[config.mk]
export PLATFORM = sky130hd
export DESIGN_NAME = nvram_ioctl_port
export DESIGN_NICKNAME = d
export VERILOG_FILES = /design/src/rtl/m92_pkg.sv /design/src/rtl/nvram_ioctl_port.sv
export SDC_FILE = /design/constraint.sdc
export NUM_CORES = 1
export LEC_CHECK = 0
export ABC_AREA = 1
export CORE_MARGIN = 8
export CORE_UTILIZATION = 34
export CTS_CLUSTER_SIZE = 20
export DETAILED_ROUTE_END_ITERATION = 12
export GPL_TIMING_DRIVEN = 0
export PLACE_DENSITY_LB_ADDON = 0.08
export REMOVE_ABC_BUFFERS = 1
export SLEW_MARGIN = 30
export SYNTH_ARGS = -nofsm -noshare
export SYNTH_HDL_FRONTEND = slang
export SYNTH_SLANG_ARGS = --single-unit
[constraint.sdc]
create_clock -name clk_sys -period 2.26 [get_ports clk_sys]
set_input_delay 0.452 -clock clk_sys [delete_from_list [all_inputs] [get_ports clk_sys]]
set_output_delay 0.452 -clock clk_sys [all_outputs]
set_load 0.01 [all_outputs]
[src/rtl/m92_pkg.sv]
// Shared m92 definitions: save-memory ioctl index and the nvram bridge state encoding.
package m92_pkg;

  typedef enum logic [1:0] {
    IDLE    = 2'd0,
    READ    = 2'd1,
    CAPTURE = 2'd2
  } nvram_state_t;

  localparam logic [7:0] NVRAM_IOCTL_INDEX = 8'hFF;

endpackage

[src/rtl/nvram_ioctl_port.sv]
// Bridges the data_io ioctl channel to the 16-bit save memory: word reads with a
// one-word cache on upload, byte-enabled writes on download, and a dirty flag.
module nvram_ioctl_port
  import m92_pkg::*;
#(
  parameter int         ADDR_W = 13,
  parameter logic [7:0] INDEX  = NVRAM_IOCTL_INDEX
) (
  input  logic              clk_sys,
  input  logic              reset_n,
  input  logic              ioctl_download,
  input  logic              ioctl_upload,
  input  logic [7:0]        ioctl_index,
  input  logic              ioctl_wr,
  input  logic [24:0]       ioctl_addr,
  input  logic [7:0]        ioctl_dout,
  output logic [7:0]        ioctl_din,
  output logic [ADDR_W-2:0] mem_addr,
  output logic              mem_rd,
  input  logic [15:0]       mem_q,
  output logic              mem_wr,
  output logic [15:0]       mem_d,
  output logic [1:0]        mem_be,
  input  logic              game_wr,
  output logic              dirty,
  output logic              busy
);

  nvram_state_t      state_q, state_d;
  logic [7:0]        din_q, din_d;
  logic [ADDR_W-2:0] mem_addr_q, mem_addr_d;
  logic              mem_rd_q, mem_rd_d;
  logic              mem_wr_q, mem_wr_d;
  logic [15:0]       mem_d_q, mem_d_d;
  logic [1:0]        mem_be_q, mem_be_d;
  logic              busy_q, busy_d;
  logic              dirty_q, dirty_d;
  logic              up_sel_q;
  logic [15:0]       cache_q, cache_d;
  logic [ADDR_W-2:0] cache_word_q, cache_word_d;
  logic              cache_vld_q, cache_vld_d;
  logic [ADDR_W-2:0] rd_word_q, rd_word_d;
  logic              rd_byte_q, rd_byte_d;

  logic              up_sel_s, dn_sel_s, up_go_s, in_range_s, wr_req_s, hit_s;
  logic [ADDR_W-2:0] addr_word_s;

  // Download owns the port when both directions are selected, so a read and a
  // write can never be requested on the same edge.
  assign up_sel_s    = ioctl_upload && (ioctl_index == INDEX);
  assign dn_sel_s    = ioctl_download && (ioctl_index == INDEX);
  assign in_range_s  = ~|ioctl_addr[24:ADDR_W];
  assign addr_word_s = ioctl_addr[ADDR_W-1:1];
  assign wr_req_s    = dn_sel_s && ioctl_wr && in_range_s;
  assign up_go_s     = up_sel_s && !dn_sel_s && !wr_req_s;
  assign hit_s       = cache_vld_q && (addr_word_s == cache_word_q);

  // Next-state, cache and memory-port decode.
  always_comb begin
    state_d      = state_q;
    din_d        = din_q;
    mem_addr_d   = mem_addr_q;
    mem_rd_d     = 1'b0;
    mem_wr_d     = 1'b0;
    mem_d_d      = mem_d_q;
    mem_be_d     = mem_be_q;
    cache_d      = cache_q;
    cache_word_d = cache_word_q;
    cache_vld_d  = cache_vld_q;
    rd_word_d    = rd_word_q;
    rd_byte_d    = rd_byte_q;

    case (state_q)
      IDLE: begin
        if (up_go_s && !in_range_s) begin
          din_d = 8'hFF;
        end else if (up_go_s && hit_s) begin
          din_d = ioctl_addr[0] ? cache_q[15:8] : cache_q[7:0];
        end else if (up_go_s) begin
          state_d    = READ;
          mem_rd_d   = 1'b1;
          mem_addr_d = addr_word_s;
          rd_word_d  = addr_word_s;
          rd_byte_d  = ioctl_addr[0];
        end else begin
          state_d = IDLE;
        end
      end
      READ: begin
        state_d = CAPTURE;
      end
      CAPTURE: begin
        // Completes against the address latched at READ, even if ioctl_addr moved.
        state_d      = IDLE;
        cache_d      = mem_q;
        cache_word_d = rd_word_q;
        cache_vld_d  = 1'b1;
        din_d        = rd_byte_q ? mem_q[15:8] : mem_q[7:0];
      end
      default: begin
        state_d = IDLE;
      end
    endcase

    // A write after the capture decode so invalidation wins over a same-edge capture.
    if (wr_req_s) begin
      mem_wr_d    = 1'b1;
      mem_addr_d  = addr_word_s;
      mem_d_d     = {ioctl_dout, ioctl_dout};
      mem_be_d    = ioctl_addr[0] ? 2'b10 : 2'b01;
      cache_vld_d = 1'b0;
    end else begin
      mem_wr_d = 1'b0;
    end

    busy_d = (state_d != IDLE);

    if (game_wr) begin
      dirty_d = 1'b1;
    end else if (up_sel_q && !up_sel_s) begin
      dirty_d = 1'b0;
    end else begin
      dirty_d = dirty_q;
    end
  end

  // State and output registers.
  always_ff @(posedge clk_sys or negedge reset_n) begin
    if (!reset_n) begin
      state_q      <= IDLE;
      din_q        <= 8'h00;
      mem_addr_q   <= '0;
      mem_rd_q     <= 1'b0;
      mem_wr_q     <= 1'b0;
      mem_d_q      <= 16'h0000;
      mem_be_q     <= 2'b00;
      busy_q       <= 1'b0;
      dirty_q      <= 1'b0;
      up_sel_q     <= 1'b0;
      cache_q      <= 16'h0000;
      cache_word_q <= '0;
      cache_vld_q  <= 1'b0;
      rd_word_q    <= '0;
      rd_byte_q    <= 1'b0;
    end else begin
      state_q      <= state_d;
      din_q        <= din_d;
      mem_addr_q   <= mem_addr_d;
      mem_rd_q     <= mem_rd_d;
      mem_wr_q     <= mem_wr_d;
      mem_d_q      <= mem_d_d;
      mem_be_q     <= mem_be_d;
      busy_q       <= busy_d;
      dirty_q      <= dirty_d;
      up_sel_q     <= up_sel_s;
      cache_q      <= cache_d;
      cache_word_q <= cache_word_d;
      cache_vld_q  <= cache_vld_d;
      rd_word_q    <= rd_word_d;
      rd_byte_q    <= rd_byte_d;
    end
  end

  assign ioctl_din = din_q;
  assign mem_addr  = mem_addr_q;
  assign mem_rd    = mem_rd_q;
  assign mem_wr    = mem_wr_q;
  assign mem_d     = mem_d_q;
  assign mem_be    = mem_be_q;
  assign busy      = busy_q;
  assign dirty     = dirty_q;

endmodule

# Yosys cells after proc, flatten, opt, wreduce, memory -nomap -nowiden
# Cells that the tools add are included.
[word_totals]
ff_bits = 87
inputBits = 63
output_inout_bits = 42
[classes]
n_eq_ne = 7
muxes = 24
bitwise_logic = 2
reduce_logical = 25
[op_table]
columns = ["op", "count"]
rows = [
  ["12-bit two-way mux", 5],
  ["8-bit two-way mux", 4],
  ["8-bit case mux with 2 select lines", 1],
  ["12-bit == test", 1],
  ["2-bit nonzero test", 6],
  ["12-bit OR reduction", 1],
  ["1-bit logical AND", 10],
  ["1-bit two-way mux", 10],
  ["8-bit == test (second input constant)", 1],
  ["4-bit AND reduction", 2],
  ["2-bit two-way mux", 3],
  ["1-bit logical NOT", 4],
  ["2-bit != test (second input constant)", 2],
  ["2-bit case mux with 2 select lines", 1],
  ["3-bit != test (second input constant)", 1],
  ["2-bit by 1-bit == test with 1-bit output (second input constant)", 1],
  ["2-bit == test (second input constant)", 1],
  ["2-bit logical NOT", 1],
  ["1-bit NOT", 2],
  ["2-bit AND reduction", 1],
]

# Longest topological paths before layout
[depth]
ltp_word = 11
ltp_mapped = 13

# Worst setup path before layout
# No wires, ideal clock.
[synth_timing]
path_type = "input-to-reg"
startpoint = "input port ioctl_addr[16]"
endpoint = "register mem_addr_q[0], in the netlist mem_addr[0]"
arrival_time_ns = 1.418
required_time_ns = 2.142
setup_slack_ns = 0.724
path_stages = 9
n_path_buf = 1
path_cell_list = "nor2_1 -> nand4_2 -> nor2_4 -> nand2_2 -> nand2_2 -> nand2_8 -> buf_12 -> nand2_2 -> o21ai_2"
[synth_via]
elab_chain_cells = 8
elab_cells_between_ends = 13
classes_between = "eq/ne (2); mux (1); reduce/logical (10)"
[synth_rtl]
columns = ["item", "line_no", "text"]
rows = [
  ["start, declared", "nvram_ioctl_port.sv:15", "input logic [24:0] ioctl_addr,"],
  ["12-bit OR reduction *", "nvram_ioctl_port.sv:52", "assign in_range_s = ~|ioctl_addr[24:ADDR_W];"],
  ["1-bit logical NOT", "nvram_ioctl_port.sv:52", ""],
  ["1-bit logical AND", "nvram_ioctl_port.sv:54", "assign wr_req_s = dn_sel_s && ioctl_wr && in_range_s;"],
  ["1-bit logical NOT", "nvram_ioctl_port.sv:55", "assign up_go_s = up_sel_s && !dn_sel_s && !wr_req_s;"],
  ["1-bit logical AND", "nvram_ioctl_port.sv:55", ""],
  ["1-bit logical AND (on tied branches)", "nvram_ioctl_port.sv:77, nvram_ioctl_port.sv:75", ""],
  ["2-bit != test (no line)", "-", ""],
  ["4-bit AND reduction (no line)", "-", ""],
  ["end signal, assigned", "nvram_ioctl_port.sv:148", "mem_addr_q <= mem_addr_d;"],
  ["end, declared", "nvram_ioctl_port.sv:31", "logic [ADDR_W-2:0] mem_addr_q, mem_addr_d;"],
]
# Mark *: on every way between the ends. The rest lies on a longest branch, timed or not.
# A chain may end at the register's enable or synchronous reset.

# Worst setup path after layout
[layout_timing]
startpoint = "register state_q[0]"
endpoint = "register din_q[6], in the netlist ioctl_din[6]"
[layout_via]
elab_chain_cells = 3
elab_cells_between_ends = 6
classes_between = "eq/ne (2); mux (1); reduce/logical (3)"
[layout_rtl]
columns = ["item", "line_no", "text"]
rows = [
  ["start, declared", "nvram_ioctl_port.sv:29", "nvram_state_t state_q, state_d;"],
  ["start signal, assigned", "nvram_ioctl_port.sv:146", "state_q <= state_d;"],
  ["2-bit logical NOT or 2-bit == test (tied branches)", "nvram_ioctl_port.sv:73", "case (state_q)"],
  ["3-bit != test (no line) or 2-bit nonzero test (tied branches)", "-", ""],
  ["2-bit AND reduction (no line)", "-", ""],
  ["end signal, assigned", "nvram_ioctl_port.sv:147", "din_q <= din_d;"],
  ["end, declared", "nvram_ioctl_port.sv:30", "logic [7:0] din_q, din_d;"],
]
# Several ways; a longest one is shown, not always the timed one.

==> metrics.txt <==
Pleak=2.499 nW; Max IR drop VDD=around 0.37 mV; Cells after Synth=458; Setup-failing EPs final=0; Starting Density=roughly a third; crit path time final=around 2.0 ns; CTS root buf=clkbuf_16; Synth warnings=0; CTS tree=done; P_int=0.002577 W; Yosys top cell area share=~51%; vias in the first global route=3196; Final Instance Area=5261 um2; Vias/cell=between 4 and 5; GP Congestion=0.7469; Worst R2R Setup Slack=0.24 ns; total number of vias=3151; max_cap viols=0; Die Footprint=15020 um2; slew margin rel.=48.80%; P_sw=0.0007212 W; clock network power share=46.8%; WP data arrival=2.23 ns; worst r2r dst=ioctl_din[6]; Die Y=between 100 and 150 um; Ant. Diodes=0; post-route antenna net violation count=0; clock-pin slew on the worst setup and hold paths=~0.06 ns; H-tree levels=3; post-synthesis average cell area=around 8.4 um2; first-pass GRT wire length=around 16 mm; worst-margin pin slew=0.7653 ns; DP Wirelength=6.750 mm; FMAX=just under 0.5 GHz; Hold Violations, Final=0; most frequent cell after synthesis=nand2_1; EDFF count, synth=0; Layout Skew=0.008639 ns; synth cell count leaders=nand2_1, dfrtp_1, o21ai_0, inv_1, nor2_1; placed insts=roughly 700; IO buf count=104; Clock Latency Late Sink=0.33 ns; Fillers=1127; Clock Sinks=79; total wire length=9.543 mm; initial antenna violation count=0; ys flop type=dfrtp_1; CP Capture Type=register; Critical Path Source Type=register; core area=11270 um2; cts bufs inserted=9; Final period util=between 80% and 90%; Cell Area, Placed=roughly 4900 um2; CP Class=register to register; row cnt=39; status=finished clean; top-level I/O count=roughly 110; Setup Buffers After CTS=0; r2r startpoint=state_q[0]; Reg2Reg Depth=8; PD cells=626.8 nW/um2; maximum fanout along the worst path=47; FFs w/ async S/R, synth=100.0%; Pre-antenna DRT Iters=4; Setup crit start=state_q[0]; 1st-iter DRT viols=220; CTS hold repair buffers=0; Critical Path RT=approximately 2.5 ns; Area contributors post-synth=dfrtp_1, nand2_1, o21ai_2, o21ai_0, inv_1; synth unique cells=30; Total GRT Usage=13.62%; die width=122.6 um; largest net degree at the start of global routing=48; Sw Share=21.87%; share of cells above drive strength 1=about 14%; WL/cell=13.65 um; Flop pwr share=44.3%; Yosys top cell by area=dfrtp_1; area grow syn2layout=36.30%; min-delay worst type=input port to asynchronous set/reset pin; final core utilization=46.68%; mapped cell area=3860 um2; non-filler cells in the finished layout=about 700; DR DRC count=0; Nets=just over 600; Max Slew Vio Count=0; Logic pwr share=under 10%; FF+latch count, synth=between 70 and 80; global route overflow=0; cts repair resizes=1; Seq/Total Area, Yosys=51.22%; clk buf depth=2; RSZ-0062 raised after global routing=no
## how the worst max path moves through the flow
| stage | cells past startpoint | end | slack (ns) |
|---|---|---|---|
| 6_report | 8 | ioctl_din[6] | 0.24 |
| 5_1_grt | 8 | ioctl_din[6] | 0.01 |
| 4_1_cts | 8 | ioctl_din[6] | 0.08 |
| 3_5_place_dp | 8 | ioctl_din[3] | -0.14 |
| 3_3_place_gp | 1 | cache_q[13] | -2.29 |
| 2_1_floorplan | 8 | ioctl_din[0] | 0.15 |
## per-layer routing
layer	up-vias	part of all wire, %	track usage [%]
li1	1615	-	-
met2	78	46	21.66
met5	-	0	0
met4	0	0.99	3.199
met3	6	7.6	4.922
met1	1452	45	17.34
## final cells by class
class	count	area, um2	share of cell area (%)
Multi-Input combinational cell	317	1574	29.92
Inverter	39	155.1	2.949
Clock buffer	11	232.7	4.423
Timing Repair Buffer	105	1062	20.19
Tap cell	143	178.9	3.401
Sequential cell	79	1977	37.57
Clock inverter	5	81.33	1.546
## sequential cells by signal (all words and copies together) (netlist names), 2 cells and up
name,cells
cache_q,16
cache_word_q,12
ioctl_din,8
mem_addr,12
mem_be,2
mem_d,8
rd_word_q,12
state_q,2
## power groups by stage
stage	combinational, W	clock, W	sequential [W]
6_report	0.000295	0.00154	0.00146
3_3_place_gp	0.000295	0	0.00149
2_1_floorplan	0.0000882	0	0.00149
3_5_place_dp	0.000301	0	0.00149
5_1_grt	0.000331	0.00165	0.00146
4_1_cts	0.000303	0.00159	0.00146
## placed cells by master (no fill, tap or decap), types with 10 or more instances in the layout
master,count
a21oi_1,16
clkdlybuf4s50_1,103
dfrtp_1,79
inv_1,27
nand2_1,174
nand2_2,12
nand3_1,10
nor2_1,27
o21ai_0,29
o21ai_2,26
## cell families after synthesis
| group | Yosys count | share of synthesized area, % |
|---|---|---|
| simple gates | 243 | 28.40 |
| flops | 79 | 51.22 |
| compound gates | 72 | 11.93 |
| buf+inv | 62 | 8.006 |
| xor+xnor | 2 | 0.4539 |
## critical path, stage by stage, from the launching register on
cell and delay (ns):
dfrtp_1 0.37, inv_1 0.15, nand2_2 0.47, inv_8 0.42, o21ai_0 0.13, a21oi_1 0.14, a21oi_1 0.06, nand2_1 0.10
nand2_1 0.05
## per-stage QoR
step	power (W)	setup slack (ns)	hold WS [ns]	setup TNS (ns)
global placement	0.001780	-2.290	0.4525	-189.11
CTS	0.003354	0.08477	0.03290	0
floorplan	0.001579	0.1505	0.1564	0
global route	0.003439	0.01490	0.04875	0
finish	0.003298	0.2360	0.02078	0
detailed placement	0.001787	-0.1400	0.3921	-1.540
Note: power is estimated with default switching activity, not from simulation.
